$ cat src/rtl/immed_enc.sv
// Immediate encoder: scatters a 32-bit immediate into the RISC-V I/S/B/U/J
// fields of a base instruction word, flags range/alignment/type errors, and
// buffers {err, inst} in a 2-entry FIFO behind valid/ready handshakes.
module immed_enc (
  input  logic        clk,
  input  logic        rst_n,
  input  logic        in_valid,
  output logic        in_ready,
  input  logic [31:0] base,
  input  logic [2:0]  immed_type,
  input  logic [31:0] immed,
  output logic        out_valid,
  input  logic        out_ready,
  output logic [31:0] out_inst,
  output logic [1:0]  out_err,
  output logic [7:0]  err_count,
  input  logic        err_clr
);

  // Immediate type codes shared with the immediate generator.
  localparam logic [2:0] ImmedI = 3'd0;
  localparam logic [2:0] ImmedS = 3'd1;
  localparam logic [2:0] ImmedB = 3'd2;
  localparam logic [2:0] ImmedU = 3'd3;
  localparam logic [2:0] ImmedJ = 3'd4;

  localparam logic [1:0] ErrNone  = 2'd0;
  localparam logic [1:0] ErrRange = 2'd1;
  localparam logic [1:0] ErrAlign = 2'd2;
  localparam logic [1:0] ErrType  = 2'd3;

  localparam logic [7:0] ErrCountMax = 8'hFF;

  logic [31:0] enc_inst;
  logic [1:0]  enc_err;
  logic        type_ok;
  logic        range_ok;
  logic        aligned;

  logic        push;
  logic        pop;

  logic [33:0] mem_q [2];
  logic        wr_ptr_q, wr_ptr_d;
  logic        rd_ptr_q, rd_ptr_d;
  logic [1:0]  count_q, count_d;
  logic [7:0]  err_count_q, err_count_d;
  logic [33:0] head;

  // Scatter immediate bits into the type's fields; everything else from base.
  always_comb begin
    enc_inst = base;
    case (immed_type)
      ImmedI: begin
        enc_inst[31:20] = immed[11:0];
      end
      ImmedS: begin
        enc_inst[31:25] = immed[11:5];
        enc_inst[11:7]  = immed[4:0];
      end
      ImmedB: begin
        enc_inst[31]    = immed[12];
        enc_inst[7]     = immed[11];
        enc_inst[30:25] = immed[10:5];
        enc_inst[11:8]  = immed[4:1];
      end
      ImmedU: begin
        enc_inst[31:12] = immed[31:12];
      end
      ImmedJ: begin
        enc_inst[31]    = immed[20];
        enc_inst[19:12] = immed[19:12];
        enc_inst[20]    = immed[11];
        enc_inst[30:21] = immed[10:1];
      end
      default: begin
        enc_inst = base;
      end
    endcase
  end

  // Range, alignment and type checks; sign-extension holds when the dropped
  // upper bits all equal the top encoded bit.
  always_comb begin
    type_ok  = 1'b1;
    range_ok = 1'b1;
    aligned  = 1'b1;
    case (immed_type)
      ImmedI, ImmedS: begin
        range_ok = (&immed[31:11]) | ~(|immed[31:11]);
      end
      ImmedB: begin
        range_ok = (&immed[31:12]) | ~(|immed[31:12]);
        aligned  = ~immed[0];
      end
      ImmedU: begin
        range_ok = ~(|immed[11:0]);
      end
      ImmedJ: begin
        range_ok = (&immed[31:20]) | ~(|immed[31:20]);
        aligned  = ~immed[0];
      end
      default: begin
        type_ok = 1'b0;
      end
    endcase
  end

  // Error priority: invalid type, then misaligned, then range.
  always_comb begin
    enc_err = ErrNone;
    if (!type_ok) begin
      enc_err = ErrType;
    end else if (!aligned) begin
      enc_err = ErrAlign;
    end else if (!range_ok) begin
      enc_err = ErrRange;
    end
  end

  // Handshakes; in_ready depends only on registered occupancy.
  always_comb begin
    in_ready  = (count_q != 2'd2);
    out_valid = (count_q != 2'd0);
    push      = in_valid & in_ready;
    pop       = out_valid & out_ready;
  end

  // FIFO pointer and occupancy next state.
  always_comb begin
    wr_ptr_d = wr_ptr_q;
    rd_ptr_d = rd_ptr_q;
    count_d  = count_q;
    if (push) begin
      wr_ptr_d = ~wr_ptr_q;
    end
    if (pop) begin
      rd_ptr_d = ~rd_ptr_q;
    end
    case ({push, pop})
      2'b10:   count_d = count_q + 2'd1;
      2'b01:   count_d = count_q - 2'd1;
      default: count_d = count_q;
    endcase
  end

  // Saturating error counter; a clear wins but still counts a same-cycle error.
  always_comb begin
    err_count_d = err_count_q;
    if (err_clr) begin
      err_count_d = (push && (enc_err != ErrNone)) ? 8'd1 : 8'd0;
    end else if (push && (enc_err != ErrNone) && (err_count_q != ErrCountMax)) begin
      err_count_d = err_count_q + 8'd1;
    end
  end

  // Control state with asynchronous reset.
  always_ff @(posedge clk or negedge rst_n) begin
    if (!rst_n) begin
      wr_ptr_q    <= 1'b0;
      rd_ptr_q    <= 1'b0;
      count_q     <= 2'd0;
      err_count_q <= 8'd0;
    end else begin
      wr_ptr_q    <= wr_ptr_d;
      rd_ptr_q    <= rd_ptr_d;
      count_q     <= count_d;
      err_count_q <= err_count_d;
    end
  end

  // Entry storage needs no reset; outputs are masked while empty.
  always_ff @(posedge clk) begin
    if (push) begin
      mem_q[wr_ptr_q] <= {enc_err, enc_inst};
    end
  end

  // Head of FIFO, forced to zero when nothing is buffered.
  always_comb begin
    head      = mem_q[rd_ptr_q];
    out_inst  = out_valid ? head[31:0] : 32'd0;
    out_err   = out_valid ? head[33:32] : 2'd0;
    err_count = err_count_q;
  end

endmodule

$ cat config.mk
export PLATFORM = sky130hd
export DESIGN_NAME = immed_enc
export DESIGN_NICKNAME = d
export VERILOG_FILES = /design/src/rtl/immed_enc.sv
export SDC_FILE = /design/constraint.sdc
export NUM_CORES = 1
export LEC_CHECK = 0
export CORE_MARGIN = 5
export CORE_UTILIZATION = 48
export CTS_CLUSTER_SIZE = 25
export DETAILED_ROUTE_END_ITERATION = 10
export PLACE_DENSITY = 0.91
export SLEW_MARGIN = 10
export SYNTH_ARGS = -nofsm -noshare
export SYNTH_HDL_FRONTEND = slang
export SYNTH_SLANG_ARGS = --single-unit
$ cat constraint.sdc
create_clock -name clk -period 3.55 [get_ports clk]
set_input_delay 0.71 -clock clk [delete_from_list [all_inputs] [get_ports clk]]
set_output_delay 0.71 -clock clk [all_outputs]
set_load 0.005 [all_outputs]
# After elaboration in Yosys (flattened, before gate mapping)

Memories as Yosys holds them, arrays and structs flattened.
Cells that the tools add are included.

Bits of input ports: 72
Memories kept: 1
Flip-flop bits (word level): 12
Memory bits (writable): 68
Memory bits (read-only): 0
Output and inout bits: 44
Bits in latches: 0

Multipliers: 0
Eq/ne operators: 8
Shifts and indexed selects: 0
Div/mod/pow operators: 0
Add/sub/neg operators: 3
Muxes and demuxes: 18
$lt $le $gt $ge: 0
Reduce and logical (&&, ||, !) cells: 18
Bitwise operators: 12

Memory list:

| name  | words | bits a word | read ports | clocked after Yosys merged registers in | write ports | line | text |
|---|---|---|---|---|---|---|---|
| mem_q | 2     | 34          | 1          | 0                                       | 1           | 43   | `logic [33:0] mem_q [2];` |

Operators by type and width:

| kind                                                 | number |
|---|---|
| 2-to-1 mux 32 bit                                    | 1 |
| one-hot mux 7 bit (4 select lines)                   | 1 |
| 2-to-1 mux 8 bit                                     | 3 |
| OR reduction 12 bit                                  | 2 |
| AND reduction 21 bit                                 | 1 |
| OR reduction 21 bit                                  | 1 |
| AND reduction 20 bit                                 | 1 |
| OR reduction 20 bit                                  | 1 |
| one-hot mux 5 bit (3 select lines)                   | 1 |
| AND reduction 12 bit                                 | 1 |
| one-hot mux 5 bit (2 select lines)                   | 1 |
| adder 8 x 1 -> 8 bit (second input constant)         | 1 |
| inequality test 8 bit (second input constant)        | 1 |
| nonzero test 2 bit                                   | 4 |
| NOT 1 bit                                            | 7 |
| equality test 3 x 2 -> 1 bit (second input constant) | 2 |
| 2-to-1 mux 1 bit                                     | 6 |
| 2-to-1 mux 2 bit                                     | 3 |
| OR reduction 2 bit                                   | 3 |
| OR reduction 5 bit                                   | 1 |
| one-hot mux 1 bit (4 select lines)                   | 1 |
| one-hot mux 2 bit (2 select lines)                   | 1 |
| equality test 3 x 1 -> 1 bit (second input constant) | 1 |
| equality test 3 bit (second input constant)          | 1 |
| 9 further kinds                                      | 13 |

# Logic depth before layout (Yosys ltp)

Gate-level depths: netlist of run 1.

Depth after elaboration: 12
Gate-level depth with buffers: 9
Gate-level depth less buffers: 7

# Least setup slack after synthesis of run 1

No wires, ideal clock.

Path type: input -> register
Start point: input port in_valid
End point: memory mem_q[0][0] (enable)
Cell stages on the path: 2
Data arrival time: 2.275 ns
Required time: 3.125 ns
Path slack: 0.850 ns
Path buffers: 0
Setup time: 0.425 ns
Cells stage by stage: nand2_1 > nor2_1

Cells in the longest elaborated chain, start to end: 3

RTL lines:

| element                                | line | text |
|---|---|---|
| from (decl)                            | 7    | `input logic in_valid,` |
| bitwise AND 1 bit                      | 125  | `push = in_valid & in_ready;` |
| 2-to-1 mux 1 bit                       | 174  | `if (push) begin` |
| 2-to-1 mux 1 bit (not written as such) | 175  | `mem_q[wr_ptr_q] <= {enc_err, enc_inst};` |
| to (decl)                              | 43   |  |

Every way passes these cells.

# Worst setup path after layout of run 1

Start point: register rd_ptr_q
End point: output port out_inst[0]

Cells in the longest elaborated chain, start to end: 2

RTL lines:

| element                | line | text |
|---|---|---|
| from (decl)            | 45   | `logic rd_ptr_q, rd_ptr_d;` |
| from (signal assigned) | 166  | `rd_ptr_q <= rd_ptr_d;` |
| memory (2 x 34 bit)    | -    |  |
| 2-to-1 mux 32 bit      | 182  | `out_inst = out_valid ? head[31:0] : 32'd0;` |
| to (decl)              | 14   | `output logic [31:0] out_inst,` |

Every way passes these cells.

==> results of run 1 <==
[kinds of logic (layout without fill, tap and decap cells)]
group	Yosys count	after routing
AOI/OAI and AO/OA	53	53
xor gates and xnor gates	6	6
adders and majority gates	2	2
buffers and inverters	24	145
DFF	80	80
muxes	54	54
and+or+nand+nor	114	114
[power by group]
part,internal [mW],switching [mW]
clock network,0.274,0.308
logic,0.795,0.581
registers,1.28,0.170
[cells in the mapped netlist (all sizes together) (2+ instances only)]
cell	n
o31ai	2
nor2	51
or3	4
nand4	6
o21ai	8
a211oi	5
xnor2	3
nor3	2
o22ai	3
nor2b	6
and2	2
nand2b	2
dfrtp	12
xor2	3
a22o	6
and3	3
or2b	2
nand2	13
nor4	6
clkbuf	11
inv	4
buf	9
or4	3
nand3	10
a21o	2
a21oi	18
edfxtp	68
ha	2
a22oi	6
mux2	14
mux2i	40
[routing by layer]
layer / vias up / share of wire / routed length [µm] / GRT usage
met5: - / 0 / 0 / 0
met1: 1494 / 0.39 / 3809 / 0.2366
met4: 0 / 0.016 / 161 / 0.06748
met2: 156 / 0.52 / 5118 / 0.3466
met3: 16 / 0.072 / 707 / 0.03581
li1: 1482 / - / - / -
[worst max-delay path by stage]
stage | start | slack (ns) | to
global placement | immed_type[1] | 0.48 | err_count[5]$_DFFE_PN0P_
floorplan | in_valid | 0.85 | mem_q[0][0]$_DFFE_PP_
detailed placement | immed_type[1] | 0.41 | err_count[5]$_DFFE_PN0P_
finish | rd_ptr_q$_DFFE_PN0P_ | 0.52 | out_inst[0]
global route | rd_ptr_q$_DFFE_PN0P_ | 0.38 | out_inst[2]
CTS | rd_ptr_q$_DFFE_PN0P_ | 0.47 | out_inst[0]
[flip-flops by register name, indices dropped and copies added (netlist names)]
| signal | cells |
|---|---|
| err_count | 8 |
| count_q | 2 |
| wr_ptr_q | 1 |
| rd_ptr_q | 1 |
| mem_q | 68 |
[critical path, cell delays in order, from the launching register on]
cell	delay [ns]
dfrtp_2	1.03
buf_4	0.26
mux2i_1	0.07
nor2_1	0.10
clkdlybuf4s50_1	0.51
[area by class of cell]
cell class	count	area share
Timing Repair Buffer	125	0.2255
Tap cell	105	0.02417
Inverter	4	0.002762
Multi-Input combinational cell	229	0.2858
Sequential cell	80	0.4311
Clock inverter	3	0.003222
Clock buffer	13	0.02739
==> flow_summary.toml, run 1 <==
[synth]
synth_seq_area_share = 0.5857
synthSimpleGateAreaFrac = 0.1389
syn_area_mm2 = 0.003999
async_flop_share = 0.1500
netlist-cell-type-count = 45
synth_edf_count = 68
yosys.area.top_type = "edfxtp_1"
synth-xor-area-share = 0.01314
muxShareOfSynthArea = 0.1395
syn_area_per_cell_um2 = 12.01
syn_nets = 407
synthAdderAreaFrac = 0.006258
synth_top_family_by_area = "multiplexers"
synth_top_area_share = 0.5106
ys_warn_count = 0
syn_inst = 333
ys_ff_latch = 80
synth_compound_area_frac = 0.08792
yosys-top-cells-area = "edfxtp_1, mux2i_1, dfrtp_1, nor2_1, mux2_1"
synth_ff_type = "edfxtp_1"

[clock_tree]
htreeDepth = 3
path_clk_slew_ns = 0.08
clockRootBuffer = "clkbuf_8"
cts_tree = "yes"
cts_setup_buffers = 0
numCtsBuffers = 9
cts_buffer_depth = 2
numClockSinks = 80
cts_resized = 0
cts_hold_buf = 0
insertion_delay_ns = 0.33

[grt]
grt_start_max_net_pins = 35
antenna_found_initial = 0
grt_first_pass_wirelength_um = 15400
grt_usage = 0.1947
grt_pass1_vias = 3056
grt-ovfl-total = 0

[cells_and_area]
syn_to_final_growth_pct = 35.95
drive_gt1_frac = 0.07048
final_cells = 559
final_cell_mix = "clkdlybuf4s50_1, edfxtp_1, nor2_1"
antenna_cells = 0
nFillCells = 603
regArea_mm2 = 0.002344
stdcell_area_mm2 = 0.005436
post-route-util = 0.6650
layout_commonest_cell = "clkdlybuf4s50_1"
multiInputGateArea_mm2 = 0.001554
fin_nets = 523

[sta]
slew_headroom = 0.3373
tightest_slew_ns = 0.9941
fin_skew_ns = 0.004220
hold_viol_final = 0
fmax_mhz = 330.1
setup_tns_ns = 0
period_share = 0.8532
timing.final.max_slew_violations = 0
setup_violations = 0
hold_slack_ns = 0.5281
min_period_ns = 3.029
setup_slack_ns = 0.5211
rsz0062_at_grt = "no"

[hold_path]
hp-class = "flop to flop"
holdCritStartpoint = "count_q[1]$_DFFE_PN0P_"
min_path_cells = 1
hold_path_end = "count_q[1]$_DFFE_PN0P_"

[routing]
post_drt_wl_per_cell_um = 17.52
dr.pass1.iters = 5
ant_nets = 0
via_per_inst = 5.631
drc_errors = 0
first_iter_violations = 208
wirelength_um = 9796
vias = 3148

[placement]
place_area_mm2 = 0.005270
portBuffers = 115
gp_congestion = 0.9593
dp.cells = 543
place_ws_ns = 0.4120
hpwl_um = 7221

[setup_path]
r2r_slack_ns = 1.50
cp.arrival_ns = 2.32
end_kind = "output port"
crit_type = "flop to output port"
worstSetupStartpointType = "flop"
timing.rr.start = "err_count[0]$_DFFE_PN0P_"
crit_fanout = 34
worst_r2r_endpoint = "err_count[5]$_DFFE_PN0P_"
required_ns = 2.84
timing.reg2reg.worst_path_depth = 7

[die]
die_x_um = 101.3
io_pins = 116
die_h_um = 101.3
dieArea_mm2 = 0.01026
core-area_mm2 = 0.008175
start_util = 0.4891
rows = 33

[run]
maxCapViolCount = 0

[power]
pwr_density_cell_mw_per_mm2 = 626.3
leakage_nw = 2.013
ir_drop_mv = 0.3251
fin_total_pwr_mw = 3.405

[status]
status = "finished, final reports clean"
Power figures use the tool's default switching activity.
==> inputs of run 2 (changes only) <==
CORE_ASPECT_RATIO = 1.1   (was not set)
SETUP_SLACK_MARGIN = 0.4   (was not set)
==> run 2 against run 1 <==
Sequential power shrank 5%. Sequential cell count is the same. Final area grew 0.39%. Routed wire length grew 3.0%. Sequential share of layout area shrank 0.17 points. Hold slack lost 0.0030 ns. Critical path type is now input pin to flop. Highest routed layer unchanged.
==> flow_summary.toml, run 2 (synthesis gave the netlist of run 1 again) <==
[status]
status = "finished, final reports clean"

[cells_and_area]
largest_reg_flops = 68
largest_register = "mem_q"
drive_gt1_frac = 0.07285
layout_commonest_cell = "clkdlybuf4s50_1"
final_cell_mix = "clkdlybuf4s50_1, edfxtp_1, nor2_1"
syn_to_final_growth_pct = 36.48
final_cells = 564
antenna_cells = 0
fin_nets = 522

[sta]
tightest_slew_ns = 0.8267
setup_violations = 0
timing.final.max_slew_violations = 0
hold_slack_ns = 0.5251
min_period_ns = 2.831
period_share = 0.7975
fin_skew_ns = 0.007914
hold_viol_final = 0
slew_headroom = 0.4489
rsz0062_at_grt = "no"
setup_tns_ns = 0
fmax_mhz = 353.2

[setup_path]
required_ns = 3.81
timing.rr.start = "err_count[0]$_DFFE_PN0P_"
startpoint = "immed_type[1]"
worstPathCellList = "clkdlybuf4s50_1 -> or2b_1 -> a21oi_2 -> a41oi_2 -> o2111ai_1 -> a211o_1 -> or4_1 -> a21oi_1"
worstSetupStartpointType = "input pin"
end_kind = "flop"
critical_path.top_delay_family = "compound AO/OA/AOI/OAI gates"
crit_type = "input pin to flop"
cpPeakStageDelay_ns = 0.53
cp.arrival_ns = 3.09
critPathSlowestCell = "clkdlybuf4s50_1"
cp.buffers_inverters = 1
crit_fanout = 12

[power]
pwr_density_cell_mw_per_mm2 = 631.7
ir_drop_mv = 0.2865
leakage_nw = 2.011

[routing]
first_iter_violations = 200
ant_nets = 0
post_drt_wl_per_cell_um = 17.89
drc_errors = 0
dr.pass1.iters = 5
via_per_inst = 5.628
wirelength_um = 10090
vias = 3174

[clock_tree]
numCtsBuffers = 9
path_clk_slew_ns = 0.08
clockRootBuffer = "clkbuf_8"
htreeDepth = 3
cts_setup_buffers = 0
cts_hold_buf = 0
insertion_delay_ns = 0.34
numClockSinks = 80
cts_buffer_depth = 2
cts_tree = "yes"
cts_resized = 0

[die]
core-area_mm2 = 0.008277
rows = 35
die_h_um = 105.7
die_x_um = 97.03
io_pins = 116
start_util = 0.4831
dieArea_mm2 = 0.01026

[placement]
portBuffers = 115
hpwl_um = 7491
gp_congestion = 0.8593
dp.cells = 548

[grt]
grt-ovfl-total = 0
antenna_found_initial = 0
grt_usage = 0.1954
grt_start_max_net_pins = 36
grt_pass1_vias = 3112
grt_first_pass_wirelength_um = 15750

[run]
maxCapViolCount = 0

[hold_path]
holdCritStartpoint = "count_q[1]$_DFFE_PN0P_"
hp-class = "flop to flop"
-- run 2: cell types whose count changed in the layout (fill, tap and decap cells not counted) --
cell | previous run | this run
clkbuf_1 | 3 | 1
clkinv_2 | 1 | 3
clkinvlp_4 | 0 | 2
inv_4 | 2 | 0
buf_4 | 10 | 9
bufinv_16 | 0 | 1
clkbuf_8 | 10 | 9
-- run 2: where the power goes --
group / switching, mW / internal (mW) / leakage, nW
registers: 0.103 / 1.28 / 0.785
logic: 0.650 / 0.779 / 1.13
clock network: 0.315 / 0.321 / 0.0920
-- run 2: layer usage --
metal  share of wire  up-vias  GRT usage
met5               0        -          0
met4           0.022        0    0.09729
met3           0.069       15    0.04037
met2            0.52      158     0.3407
met1            0.39     1520     0.2279
li1                -     1481          -
-- run 2: worst reg2reg max path, delay by kind of cell, from the launching register on --
kind / cells / cell delay, ns
and+or+nand+nor: 4 / 0.82
AOI/OAI and AO/OA: 2 / 0.53
DFF: 1 / 0.44
adders and majority gates: 1 / 0.24
-- run 2: final timing paths --
| kind | end | slack [ns] | depth (start not counted) |
|---|---|---|---|
| max | err_count[7]$_DFFE_PN0P_ | 0.72 | 8 |
| min | count_q[1]$_DFFE_PN0P_ | 0.53 | 1 |
| max reg2reg | err_count[7]$_DFFE_PN0P_ | 1.44 | 7 |
| min reg2reg | count_q[1]$_DFFE_PN0P_ | 0.53 | 1 |
| max in group asynchronous | rd_ptr_q$_DFFE_PN0P_ | 2.46 | 1 |
| min in group asynchronous | count_q[1]$_DFFE_PN0P_ | 0.71 | 1 |
-- run 2: cell type report --
type	instances	area, µm²
Clock buffer	10	127.6
Clock inverter	6	60.06
Fill cell	612	2819
Inverter	4	15.01
Multi-Input combinational cell	229	1554
Sequential cell	80	2344
Tap cell	111	138.9
Timing Repair Buffer	124	1219
-- run 2: through the flow --
stage | setup slack, ns | util | total power, mW | area (µm²)
floorplan | 0.8501 | - | 2.055 | 3999
global placement | 0.4489 | 0.6367 | 2.806 | 5270
detailed placement | 0.4260 | 0.6367 | 2.845 | 5270
CTS | 0.7470 | 0.6594 | 3.481 | 5458
global route | 0.6173 | 0.6594 | 3.638 | 5458
finish | 0.7187 | 0.6594 | 3.448 | 5458
==> inputs of run 3 (changes only) <==
clock period = 2.7 ns   (was 3.55 ns; I/O delays follow)
==> run 3 against run 2 <==
Register-to-register slack got worse by 0.86 ns. Critical endpoint is now out_inst[13]. Count of clock-buffer cells in the layout shrank 1. Sequential power rose by 30%. Cell count rose by 6.2%. Hold slack got worse by 0.0099 ns. Power grew 45%. Worst setup slack worse by 0.46 ns. Core utilization up 6.3 points. Die area did not move. Critical path type is now flop to output port.
==> flow_summary.toml, run 3 (synthesis gave the netlist of run 1 again) <==
[cells_and_area]
antenna_cells = 0
largest_register = "mem_q"
layout_commonest_cell = "clkdlybuf4s50_1"
multiInputGateArea_mm2 = 0.001692
largest_reg_flops = 68
final_cell_mix = "clkdlybuf4s50_1, edfxtp_1, nor2_1"
drive_gt1_frac = 0.1762
regArea_mm2 = 0.002346
fin_nets = 557
syn_to_final_growth_pct = 49.50
nFillCells = 512
final_cells = 599

[routing]
via_per_inst = 5.648
wirelength_um = 11170
post_drt_wl_per_cell_um = 18.64
vias = 3383
ant_nets = 0
dr.pass1.iters = 5
drc_errors = 0
first_iter_violations = 273

[setup_path]
end_kind = "output port"
crit_type = "flop to output port"
crit_fanout = 9
worstSetupStartpointType = "flop"
required_ns = 2.16
cp.arrival_ns = 1.90

[placement]
place_ws_ns = -0.1963
portBuffers = 115
dp.cells = 573
gp_congestion = 0.9192
hpwl_um = 7785

[power]
seq_power_share = 0.361
pwr_density_cell_mw_per_mm2 = 836.5
switching_share = 0.3036
pwr-share-comb = 0.428
internal_power_mw = 3.482
ir_drop_mv = 0.4121
p_switching_mw = 1.518
pwr-share-clk = 0.212
leakage_nw = 2.349

[sta]
fmax_mhz = 410.2
min_period_ns = 2.438
fin_skew_ns = 0.007150
setup_slack_ns = 0.2621
hold_viol_final = 0
slew_headroom = 0.6395
setup_violations = 0
period_share = 0.9029
tightest_slew_ns = 0.5391
timing.final.max_slew_violations = 0
hold_slack_ns = 0.5151
rsz0062_at_grt = "yes"

[clock_tree]
cts_buffer_depth = 2
numClockSinks = 80
clockRootBuffer = "clkbuf_8"
path_clk_slew_ns = 0.08
cts_tree = "yes"
numCtsBuffers = 9
htreeDepth = 3
insertion_delay_ns = 0.35

[grt]
grt_pass1_vias = 3482
grt-ovfl-total = 0
grtUsageMet2 = 0.3609
grt_usage = 0.2099
grt_util_met3 = 0.04368
antenna_found_initial = 0
top_usage_layer = "met2"
grt_use_met1 = 0.2546
grt_first_pass_wirelength_um = 17260
grt_start_max_net_pins = 36

[run]
maxCapViolCount = 0

[hold_path]
hp-class = "flop to flop"

[die]
dieArea_mm2 = 0.01026
die_x_um = 97.03
start_util = 0.4831
die_h_um = 105.7
rows = 35
core-area_mm2 = 0.008277
io_pins = 116

[status]
status = "finished, final reports clean"
==> run 3: changes by cell type in the layout (fill, tap and decap cells not counted), sizes merged <==
cell	previous run	this run
clkinvlp	2	1
clkdlybuf4s15	0	1
dlymetal6s2s	0	9
buf	9	43
a211o	1	2
clkbuf	10	9
dlygate4sd2	0	11
bufinv	1	3
clkdlybuf4s50	115	94
==> run 3: layer usage <==
metal  share of wire  wire length (µm)
met3           0.064               716
met4           0.029               320
met1            0.39              4324
met5               0                 0
met2            0.52              5806
==> run 3: power groups by stage <==
stage | Sequential (mW) | Combinational [mW] | Clock (mW)
floorplan | 1.78 | 0.922 | 0
global placement | 1.84 | 1.93 | 0
detailed placement | 1.86 | 1.97 | 0
CTS | 1.81 | 2.09 | 1.06
global route | 1.83 | 2.30 | 1.12
finish | 1.80 | 2.14 | 1.06
==> run 3: final timing paths <==
| check | from | slack (ns) | depth (start not counted) | endpoint |
|---|---|---|---|---|
| worst max-delay path | rd_ptr_q$_DFFE_PN0P_ | 0.26 | 4 | out_inst[13] |
| worst min-delay path | count_q[1]$_DFFE_PN0P_ | 0.52 | 1 | count_q[1]$_DFFE_PN0P_ |
| worst max register to register | err_count[0]$_DFFE_PN0P_ | 0.58 | 7 | err_count[5]$_DFFE_PN0P_ |
| worst min register to register | count_q[1]$_DFFE_PN0P_ | 0.52 | 1 | count_q[1]$_DFFE_PN0P_ |
| max in group asynchronous | rst_n | 1.76 | 1 | rd_ptr_q$_DFFE_PN0P_ |
| min in group asynchronous | rst_n | 0.54 | 1 | err_count[1]$_DFFE_PN0P_ |
==> run 3: repair_timing <==
action	CTS	global route
resized for setup	31	25
hold buffers	0	0
hold endpoints to repair	0	0
pin swaps	9	10
endpoints found under the setup margin	45	42
setup buffers	4	5
cloned	1	0
==> run 3: layout make-up <==
class                   count  share of cell area
flip-flops and latches     80              0.3924
clock buffers               9             0.02072
well taps                 111             0.02323
multi-input cells         230              0.2830
clock inverters             7             0.02009
repair buffers            158              0.2581
inverters                   4            0.002512
==> run 3: metrics by stage <==
stage,total power [mW],utilization,TNS [ns],area (µm²)
final,5.001,0.7223,0,5978
after global routing,5.246,0.7223,0,5978
after CTS,4.963,0.7036,0,5823
after detailed placement,3.827,0.6624,-0.9680,5483
after global placement,3.765,0.6624,-0.2467,5483
after floorplan,2.702,-,0,4001
==> run 3: worst max-delay path: stages (launching register included) <==
cell and delay (ns):
dfrtp_4 0.55, buf_4 0.17, mux2i_1 0.13, nor2_1 0.17
clkdlybuf4s50_1 0.53
